==> src/rtl/mips_fetch_queue.sv <==
// MIPS32 instruction-fetch front end.
// Runs the PC, issues word fetches to instruction memory, and buffers the
// returned words with their next-PC in a small in-order prefetch queue.
// The queue head goes to ID through a valid/ready handshake. A branch
// redirect from EX flushes the queue. Responses that are still in flight
// at the redirect are counted and then discarded when they arrive.
module mips_fetch_queue #(
  parameter int          DEPTH    = 4,
  parameter int          AW       = 10,
  parameter logic [31:0] RESET_PC = 32'd0
) (
  input  logic          clk1,
  input  logic          rst_n,
  output logic          imem_req,
  output logic [AW-1:0] imem_addr,
  input  logic          imem_gnt,
  input  logic          imem_rvalid,
  input  logic [31:0]   imem_rdata,
  input  logic          redirect,
  input  logic [31:0]   redirect_pc,
  input  logic          halt,
  output logic          id_valid,
  input  logic          id_ready,
  output logic [31:0]   id_ir,
  output logic [31:0]   id_npc
);

  localparam int PW = $clog2(DEPTH);
  localparam int CW = PW + 1;

  logic [31:0]    pc;
  logic [31:0]    slot_npc [DEPTH];
  logic [31:0]    slot_ir  [DEPTH];
  logic [DEPTH-1:0] slot_filled;

  logic [PW-1:0]  head_ptr;
  logic [PW-1:0]  alloc_ptr;
  logic [PW-1:0]  fill_ptr;
  // alloc_cnt: slots holding a request (filled or not); pend_cnt: allocated
  // but not yet filled; drop_cnt: responses still owed for flushed requests.
  logic [CW-1:0]  alloc_cnt;
  logic [CW-1:0]  pend_cnt;
  logic [CW-1:0]  drop_cnt;
  logic           halted;

  logic           accept;
  logic           fill;
  logic           drop;
  logic           pop;
  logic [CW-1:0]  inflight;
  logic [CW-1:0]  drop_next;

  // Issue, fill, pop and flush-accounting decisions for this cycle.
  always_comb begin
    imem_req  = rst_n && !halted && !halt && !redirect &&
                (drop_cnt == '0) && (alloc_cnt < CW'(DEPTH));
    imem_addr = pc[AW-1:0];
    accept    = imem_req && imem_gnt;
    fill      = imem_rvalid && (drop_cnt == '0) && !redirect;
    drop      = imem_rvalid && (drop_cnt != '0) && !redirect;
    id_valid  = slot_filled[head_ptr];
    id_ir     = id_valid ? slot_ir[head_ptr]  : '0;
    id_npc    = id_valid ? slot_npc[head_ptr] : '0;
    pop       = id_valid && id_ready && !redirect;
    // Everything still owed by memory after a flush. Once drop_cnt is
    // nonzero nothing new is issued, so pend_cnt is zero then and the sum
    // stays within DEPTH. This also covers a second redirect arriving while
    // earlier flushed responses are still outstanding. The response that
    // arrives in the redirect cycle is discarded here, so it is not counted.
    inflight  = pend_cnt + drop_cnt;
    drop_next = (imem_rvalid && (inflight != '0)) ? inflight - CW'(1) : inflight;
  end

  // PC, pointers, occupancy counters and the sticky halt flag.
  always_ff @(posedge clk1 or negedge rst_n) begin
    if (!rst_n) begin
      pc        <= RESET_PC;
      head_ptr  <= '0;
      alloc_ptr <= '0;
      fill_ptr  <= '0;
      alloc_cnt <= '0;
      pend_cnt  <= '0;
      drop_cnt  <= '0;
      halted    <= 1'b0;
    end else begin
      halted <= halted | halt;
      if (redirect) begin
        pc        <= redirect_pc;
        head_ptr  <= '0;
        alloc_ptr <= '0;
        fill_ptr  <= '0;
        alloc_cnt <= '0;
        pend_cnt  <= '0;
        drop_cnt  <= drop_next;
      end else begin
        if (accept) begin
          pc        <= pc + 32'd1;
          alloc_ptr <= alloc_ptr + PW'(1);
        end
        if (fill) fill_ptr <= fill_ptr + PW'(1);
        if (pop)  head_ptr <= head_ptr + PW'(1);
        if (drop) drop_cnt <= drop_cnt - CW'(1);
        alloc_cnt <= alloc_cnt + CW'(accept) - CW'(pop);
        pend_cnt  <= pend_cnt + CW'(accept) - CW'(fill);
      end
    end
  end

  // Slot storage: allocate on accept, fill on response, free on pop.
  always_ff @(posedge clk1 or negedge rst_n) begin
    if (!rst_n) begin
      slot_filled <= '0;
      for (int i = 0; i < DEPTH; i++) begin
        slot_npc[i] <= '0;
        slot_ir[i]  <= '0;
      end
    end else if (redirect) begin
      slot_filled <= '0;
    end else begin
      if (accept) begin
        slot_npc[alloc_ptr]    <= pc + 32'd1;
        slot_filled[alloc_ptr] <= 1'b0;
      end
      if (fill) begin
        slot_ir[fill_ptr]     <= imem_rdata;
        slot_filled[fill_ptr] <= 1'b1;
      end
      if (pop) slot_filled[head_ptr] <= 1'b0;
    end
  end

endmodule
==> config.mk <==
export PLATFORM = sky130hd
export DESIGN_NAME = mips_fetch_queue
export DESIGN_NICKNAME = d
export VERILOG_FILES = /design/src/rtl/mips_fetch_queue.sv
export SDC_FILE = /design/constraint.sdc
export NUM_CORES = 1
export LEC_CHECK = 0
export BUFFER_PORTS_ARGS = -buffer_cell sky130_fd_sc_hd__buf_2
export CAP_MARGIN = 20
export CORE_AREA = 2 2 158 199
export CTS_CLUSTER_SIZE = 10
export DETAILED_ROUTE_END_ITERATION = 16
export DIE_AREA = 0 0 160 201
export PLACE_DENSITY_LB_ADDON = 0.1
export SLEW_MARGIN = 25
export SYNTH_ARGS = -nofsm -noshare
export SYNTH_HDL_FRONTEND = slang
export SYNTH_SLANG_ARGS = --single-unit
==> constraint.sdc <==
create_clock -name clk1 -period 5.1 [get_ports clk1]
set_clock_uncertainty 0.05 [all_clocks]
set_input_delay 1.02 -clock clk1 [delete_from_list [all_inputs] [get_ports clk1]]
set_output_delay 1.02 -clock clk1 [all_outputs]
set_load 0.02 [all_outputs]
==> flow_summary.yaml <==
final_layout:
  antennaDiodeCount: 0
  post_route_cells_drive_above_1_share: 0.311
  area_growth_pct: 14.2
  final_common_cell: "dfrtp_1"
  final_cell_mix: "dfrtp_1 (306), nand2_1 (167), buf_2 (145)"
  fin_nets: 1469
  final_util: 0.559
drt:
  drt-total-wl_mm: 35.4
  viasPerCell: 5.68
  vias: 10200
  ant_nets: 0
  first_pass_iters: 4
  wl_per_cell_um: 19.8
  drt-initial-drc-count: 630
  drc: 0
sta:
  holdWs_ns: 0.315
  fmax_mhz: 252
  timing.final.max_slew_violations: 0
  hold_viol: 0
  relSlewSlack: 0.365
  rsz0062_at_grt: "no"
  setup_tns_ns: 0
  min_period_ns: 3.97
  tightestPinTransition_ns: 0.953
  fin_crit_sh: 0.778
  setup_violations: 0
yosys:
  syn_nets: 1362
  seq_area_frac_synth: 0.517
  synth_mux_area_frac: 0.204
  synth_fa_ha_area_frac: 0.0225
  ys.flop_type: "dfrtp_1"
  synth_cells: 1266
  synth_top_family_by_area: "multiplexers"
  yosys.area_share.simple: 0.123
  syn_avg_cell_area_sq_um: 11.8
  synthArstFlopShare: 1.00
  synth_compound_area_frac: 0.0767
  synth-seq-cells: 308
  synth_edf_count: 0
  synth_xor_area_frac: 0.0212
  netlist_area_sq_mm: 0.0149
  ys_types: 55
  synth_warnings: 0
floorplanning:
  rows: 72
  die-area_sq_mm: 0.0322
  core_area_sq_mm: 0.0304
  io_pins: 147
  die_w_um: 160
  die_y_um: 201
  initial_utilization: 0.489
clocking:
  htree_levels: 2
  cts_buffers: 37
  post-cts-setup-buffer-count: 0
  clk_latency_ns: 0.52
  cts_root_buffer: "clkbuf_16"
  cts_hold_buf: 0
  clockBufferDepth: 3
  cts.reportedPaths.clkPinSlew_ns: 0.05
  cts_resized: 0
  cts_tree: "yes"
  clock_sinks: 308
power_and_ir_drop:
  comb_power_share: 0.131
  p_clk_frac: 0.399
  ir_drop_v: 0.000210
  leakagePower_uw: 0.00794
  seqPwrFrac: 0.470
  pwr_density_cell_mw_per_mm2: 350
  netSwitchingPower_uw: 1480
  p_int_uw: 4490
  swShare: 0.248
setup_path:
  critical_path.cell_chain: "mux2i_1, mux2_2, inv_2, buf_4, and2_1, buf_2"
  worst_path_max_delay_cell: "inv_2"
  r2r_setup_slack_ns: 1.84
  cp-end-kind: "output pin"
  critPathLaunchType: "flop"
  path_delay_family: "buffers and inverters"
  critPathKind: "flop to output pin"
  cp_num_cells: 6
  r2r.worst_path.cells: 7
  path_max_fanout: 40
  slowest_delay_ns: 0.60
  cp_data_arrival_time_ns: 2.90
  cp_num_buf_inv: 3
  critPathRequiredTime_ns: 4.03
placement:
  gp_congestion: 0.820
  dp_hpwl_mm: 22.7
  portBuffers: 146
global_route:
  grt_first_pass_wirelength_mm: 58.3
  grt_pass1_vias: 10500
  gr-usage-all-layers: 0.227
  antenna_found_initial: 3
  grt_overflow_total: 0
  grt_max_degree: 163
min_path:
  hold_path.class: "primary input to asynchronous set/reset pin"
job:
  maxCapViolCount: 0
status:
  outcome: "complete, no violations"
worst paths after layout:
kind / startpoint / endpoint
max reg2reg: drop_cnt[0]$_DFFE_PN0P_ / slot_filled[1]$_DFF_PN0_
min: rst_n / slot_ir[116]$_DFFE_PN0P_
min in group clk1: slot_npc[35]$_DFFE_PN0P_ / slot_npc[35]$_DFFE_PN0P_
min reg2reg: slot_npc[35]$_DFFE_PN0P_ / slot_npc[35]$_DFFE_PN0P_
max: head_ptr[0]$_DFFE_PN0P_ / id_ir[13]
max in group asynchronous: rst_n / slot_ir[12]$_DFFE_PN0P_
power groups by stage:
| stage | combinational, uW | clock (uW) | sequential, uW |
|---|---|---|---|
| 4_1_cts | 792 | 2440 | 2810 |
| 3_3_place_gp | 775 | 0 | 2840 |
| 3_5_place_dp | 788 | 0 | 2850 |
| 6_report | 780 | 2380 | 2810 |
| 2_1_floorplan | 583 | 0 | 2790 |
| 5_1_grt | 880 | 2530 | 2840 |
cell families after synthesis:
kind of cell	after synthesis
and+or+nand+nor	369
DFF	308
muxes	207
AOI/OAI and AO/OA	196
buffers and inverters	125
xor gates and xnor gates	36
adders and majority gates	25
worst register-to-register path: stages (launching register included):
cell      delay [ns]
dfrtp_1         0.42
inv_1           0.09
ha_1            0.21
nor4b_2         0.71
nand3_2         0.92
buf_4           0.55
nand2_1         0.09
a221oi_1        0.07
registers in the layout, indices dropped and copies added (netlist names):
name and count:
slot_ir 128, slot_npc 128, pc 32, slot_filled 4, alloc_cnt 3, drop_cnt 3, pend_cnt 3, alloc_ptr 2
fill_ptr 2, head_ptr 2, halted 1
cells in the mapped netlist (3+ instances only):
cell type | number | area (sq um)
or2_2 | 4 | 25.0
mux2i_1 | 6 | 60.1
nand2_1 | 167 | 627
a221o_1 | 5 | 50.1
buf_2 | 5 | 25.0
inv_1 | 23 | 86.3
dfrtp_1 | 308 | 7710
ha_1 | 22 | 275
a221oi_1 | 4 | 35.0
and4_1 | 5 | 43.8
and3_1 | 5 | 31.3
mux4_2 | 64 | 1440
clkbuf_1 | 63 | 236
mux2_2 | 137 | 1540
and2_1 | 69 | 432
fa_1 | 3 | 60.1
xnor2_1 | 17 | 149
o311ai_0 | 8 | 70.1
o31ai_1 | 3 | 22.5
a21oi_1 | 18 | 90.1
a41oi_1 | 4 | 35.0
o21ai_0 | 129 | 646
a22oi_1 | 7 | 52.6
xor2_1 | 19 | 166
buf_4 | 11 | 82.6
nand3_1 | 35 | 175
nor4_1 | 10 | 62.6
buf_1 | 20 | 75.1
nor3_1 | 5 | 25.0
nand4_1 | 18 | 113
o211ai_1 | 6 | 45.0
nor2_1 | 22 | 82.6
o221ai_1 | 3 | 26.3
or3_1 | 11 | 68.8
metrics by stage:
step	power, uW	setup WS [ns]	area, sq um	instances
floorplan	3370	1.65	14900	1266
global placement	3610	1.54	15900	1740
detailed placement	3630	1.41	16000	1741
CTS	6040	1.07	17000	1792
global route	6250	0.906	17000	1792
finish	5970	1.13	17000	1792
cell type report:
cell class / instances / area, sq um
Fill cell: 2709 / 13400
Sequential cell: 308 / 7710
Multi-Input combinational cell: 833 / 6710
Clock buffer: 50 / 1050
Timing Repair Buffer: 168 / 951
Tap cell: 407 / 509
Inverter: 25 / 93.8
Clock inverter: 1 / 8.76
layer usage:
metal | track usage | up-vias | share of wire
met3 | 0.0455 | 68 | 0.057
met4 | 0.0660 | 4 | 0.025
li1 | - | 4713 | -
met5 | 0 | - | 0.00079
met1 | 0.310 | 5115 | 0.44
met2 | 0.372 | 270 | 0.48
No activity file was read; power rests on OpenSTA's default activity.
